## config.mk

```make
export PLATFORM = sky130hd
export DESIGN_NAME = ring_buf_drain
export DESIGN_NICKNAME = d
export VERILOG_FILES = /design/src/rtl/ring_buf_drain.sv
export SDC_FILE = /design/constraint.sdc
export NUM_CORES = 1
export LEC_CHECK = 0
export ABC_AREA = 1
export CAP_MARGIN = 10
export CORE_MARGIN = 4
export CORE_UTILIZATION = 49
export DETAILED_ROUTE_END_ITERATION = 8
export PLACE_DENSITY = 0.91
export SYNTH_ARGS = -nofsm -noshare
export SYNTH_HDL_FRONTEND = slang
export SYNTH_SLANG_ARGS = --single-unit
```

## constraint.sdc

```tcl
create_clock -name clk -period 4.75 [get_ports clk]
set_input_delay 0.7125 -clock clk [delete_from_list [all_inputs] [get_ports clk]]
set_output_delay 0.7125 -clock clk [all_outputs]
set_load 0.005 [all_outputs]
```

## src/rtl/ring_buf_drain.sv

```systemverilog
// Drains a multi-lane ring-buffer read port into a single valid/ready word stream.
// Lanes are taken as a contiguous valid prefix starting at lane 0 and emitted oldest first.
module ring_buf_drain #(
  parameter int unsigned DATA = 32,
  parameter int unsigned READ = 4,
  parameter bit          ACT  = 1'b1
) (
  input  logic                       clk,
  input  logic                       reset,
  input  logic                       flush,
  input  logic [READ-1:0][DATA-1:0]  rd,
  input  logic [READ-1:0]            rv,
  output logic [READ-1:0]            re,
  output logic [DATA-1:0]            out_data,
  output logic                       out_valid,
  input  logic                       out_ready,
  output logic                       busy
);

  localparam int unsigned CW = $clog2(READ) + 1;
  localparam int unsigned IW = (READ > 1) ? $clog2(READ) : 1;
  localparam logic ENABLE  = ACT ? 1'b1 : 1'b0;
  localparam logic DISABLE = ACT ? 1'b0 : 1'b1;

  localparam logic [0:0] IDLE  = 1'b0;
  localparam logic [0:0] DRAIN = 1'b1;

  logic [0:0]      state_q, state_d;
  logic [CW-1:0]   cnt_q, cnt_d;
  logic [CW-1:0]   idx_q, idx_d;
  logic [DATA-1:0] hold_q [READ];
  logic [DATA-1:0] hold_d [READ];
  logic [CW-1:0]   take;
  logic            stop;
  logic            last;
  logic            load_ok;

  // Lanes after the first non-valid lane are ignored, even if they are valid.
  always_comb begin
    take = '0;
    stop = 1'b0;
    for (int i = 0; i < READ; i++) begin
      if (!stop && (rv[i] == ENABLE)) begin
        take = CW'(i + 1);
      end else begin
        stop = 1'b1;
      end
    end
  end

  assign last      = (idx_q == cnt_q - CW'(1));
  assign out_valid = (state_q == DRAIN);
  assign busy      = out_valid;
  // Reload is allowed when empty or while the final held word is being accepted.
  assign load_ok   = !reset && !flush &&
                     ((state_q == IDLE) || (out_valid && out_ready && last));

  always_comb begin
    for (int i = 0; i < READ; i++) begin
      re[i] = (load_ok && (CW'(i) < take)) ? ENABLE : DISABLE;
    end
  end

  assign out_data = out_valid ? hold_q[idx_q[IW-1:0]] : '0;

  always_comb begin
    state_d = state_q;
    cnt_d   = cnt_q;
    idx_d   = idx_q;
    hold_d  = hold_q;
    if (flush) begin
      state_d = IDLE;
      cnt_d   = '0;
      idx_d   = '0;
    end else if (load_ok && (take != '0)) begin
      for (int i = 0; i < READ; i++) begin
        if (CW'(i) < take) begin
          hold_d[i] = rd[i];
        end
      end
      cnt_d   = take;
      idx_d   = '0;
      state_d = DRAIN;
    end else if (out_valid && out_ready) begin
      if (!last) begin
        idx_d = idx_q + CW'(1);
      end else begin
        state_d = IDLE;
        cnt_d   = '0;
        idx_d   = '0;
      end
    end
  end

  always_ff @(posedge clk or posedge reset) begin
    if (reset) begin
      state_q <= IDLE;
      cnt_q   <= '0;
      idx_q   <= '0;
      for (int i = 0; i < READ; i++) begin
        hold_q[i] <= '0;
      end
    end else begin
      state_q <= state_d;
      cnt_q   <= cnt_d;
      idx_q   <= idx_d;
      hold_q  <= hold_d;
    end
  end

endmodule

```

==> summary.txt <==
Kind of critical path -> register to primary output
Slew @ Worst Pin -> 1.066 ns
HPWL after DPL -> 13.61 mm
ANT nets after route -> 0
Finished Core Util -> 69.79%
Die H -> 123.0 um
Slew headroom -> 28.83%
Post-Synth Adder-Cell Area -> 0.3861%
Grt ovf -> 0
Vias -> 6375
Longest Clk Path Bufs -> 2
Post-CTS sizing -> 0
Crit path max fanout -> 35
First-pass GRT wire length -> 31.06 mm
Full die area -> 15130 um2
Setup crit start kind -> register
Leak -> 4.394 nW
Post-synthesis compound-gate area fraction -> 7.664%
Die width -> 123.0 um
WL final -> 19.76 mm
Synth Area in Simple Gates -> 33.90%
Count of final hold-check violations -> 0
# Post-CTS Setup Buffers -> 0
Fmax -> 246.9 MHz
Max IR drop VDD -> 315.8 uV
Number of H-tree levels -> 4
Top Usage Layer GRT -> met2
Antenna Cells -> 0
Nets -> 1156
DR WL/cell -> 16.43 um
Post-synthesis mux area share -> 0%
Most frequent cells in the layout -> nand2_1 (406), clkdlybuf4s50_1 (173), dfrtp_1 (134)
CTS buffer count -> 17
Post-CTS Hold Fix Bufs -> 0
CP Capture Type -> primary output
Post-Syn Area -> 6481 um2
Total Routing Usage GR -> 26.61%
Synth Net Count -> 1004
Effective utilization at floorplan -> 50.74%
CP arrival -> 3.34 ns
Gp weighted congestion -> 0.8854
Min Tclk post-route -> 4.050 ns
DR pass1 iterations -> 5
DRC errors left -> 0
HP Class -> register to register
Met2 Usage GRT -> 43.39%
Mean post-synth cell area -> 7.484 um2
Area grow syn2layout -> 37.55%
CTS tree -> built
Cell Pwr Density -> 417.5 nW/um2
Part of the Yosys area used for sequential elements -> 52.12%
GR met3 Demand/Resource -> 5.627%
Vias in the first global route -> 6293
Final Skew -> 0.007117 ns
Clock sinks -> 135
RSZ-0062 raised after global routing -> false
Clock latency on the worst-skew pair -> 0.42 ns
Largest family of logic cells by synthesized area -> simple AND/OR/NAND/NOR gates
IO Count -> 174
TNS Setup -> 0 ns
Met1 Use GR -> 34.07%
Synth Area in XOR/XNOR -> 0.2703%
Initial DRC Count -> 765
Root Buffer Master -> clkbuf_16
Warnings from Yosys -> 0
Initial antenna violation count -> 0
Fin crit share -> 85.26%
PortBufs -> 173
Max Cap Viol -> 0
Final Max Slew Viols -> 0
Outcome -> finished, final reports clean
Layout cell share with drive strength beyond 1 -> 5.432%
# rows -> 41
Largest net degree at the start of global routing -> 92
CP required -> 4.04 ns
Via-per-instance ratio -> 5.299
Leading cell type in the layout, fill and taps excluded -> nand2_1
Clock transition at path regs -> 0.06 ns
Final setup violating endpoints -> 0
Synth Register Bits -> 135
CORE AREA -> 12770 um2
Syn Inst Count -> 866
Synth unique cells -> 23
## where the power goes
| group | internal, W | switching [W] | total [W] |
|---|---|---|---|
| clock | 0.000962 | 0.000506 | 0.00147 |
| sequential | 0.00137 | 0.000145 | 0.00152 |
| combinational | 0.000329 | 0.000404 | 0.000733 |
## cells in the mapped netlist (all sizes together)
master  number  area (um2)
a21oi       32       160.2
a31oi        1       6.260
buf         27       192.7
clkbuf      23       86.33
clkinv       1       5.000
dfrtp      135        3378
ha           2       25.02
inv         22       82.58
nand2      407        1544
nand3       11       117.6
nand3b       1       7.510
nand4        3       18.77
nor2       133       509.2
o21ai       66       330.3
xor2         2       17.52
## metrics by stage
stage	setup WS [ns]	total power, W	area, um2	std cells	hold slack, ns
2_1_floorplan	0.4264	0.001914	6481	866	0.4436
3_3_place_gp	1.226	0.002199	8233	1170	0.4553
3_5_place_dp	1.163	0.002235	8233	1170	0.4595
4_1_cts	0.7109	0.003711	8887	1202	0.4754
5_1_grt	0.4407	0.003884	8915	1203	0.4866
6_report	0.7001	0.003722	8915	1203	0.4761
## layout make-up
class	instances	area, um2
tap	172	215.2
timing repair buffer	183	1839
clock inverter	11	193.9
sequential	135	3379
inverter	23	90.09
clock buffer	21	460.4
fill	953	3859
multi-input combinational	658	2736
## per-layer routing
layer  vias to the layer above  wire length, um
met2                       323             9589
met3                        60             1557
li1                       2979                -
met5                         -                0
met4                         0              790
met1                      3013             7826
## final timing paths
kind | start | to | slack, ns | cells after the start
setup / recovery | idx_q[1] | re[3] | 0.70 | 10
setup reg to reg | idx_q[1] | hold_q[20] | 1.70 | 12
hold reg to reg | hold_q[8] | hold_q[8] | 0.48 | 2
hold / removal | hold_q[8] | hold_q[8] | 0.48 | 2
min in group asynchronous | reset | hold_q[104] | 0.68 | 2
max in group asynchronous | reset | hold_q[49] | 3.15 | 4
## state kept, by name, indices dropped and copies added (netlist names)
signal	flops
busy	1
hold_q	128
cnt_q	3
idx_q	3
## worst max-delay path: stages, from the launching register on
cell and delay (ns):
dfrtp_1 1.01, inv_2 0.04, buf_4 0.27, nand2_1 0.10
nand2_1 0.08, nor2_4 0.14, nand3_4 0.11, nand2_8 0.12
nand3_4 0.36, clkinv_2 0.15, clkdlybuf4s50_1 0.51
## cells by family (layout without fill, tap and decap cells)
logic type,count (synthesis),count (layout)
AND/OR/NAND/NOR,555,555
flip-flops,135,135
AO/OA/AOI/OAI,99,99
buffers and inverters,73,238
adder cells (fa/ha/maj),2,2
XOR/XNOR,2,2
Power figures use the tool's default switching activity.
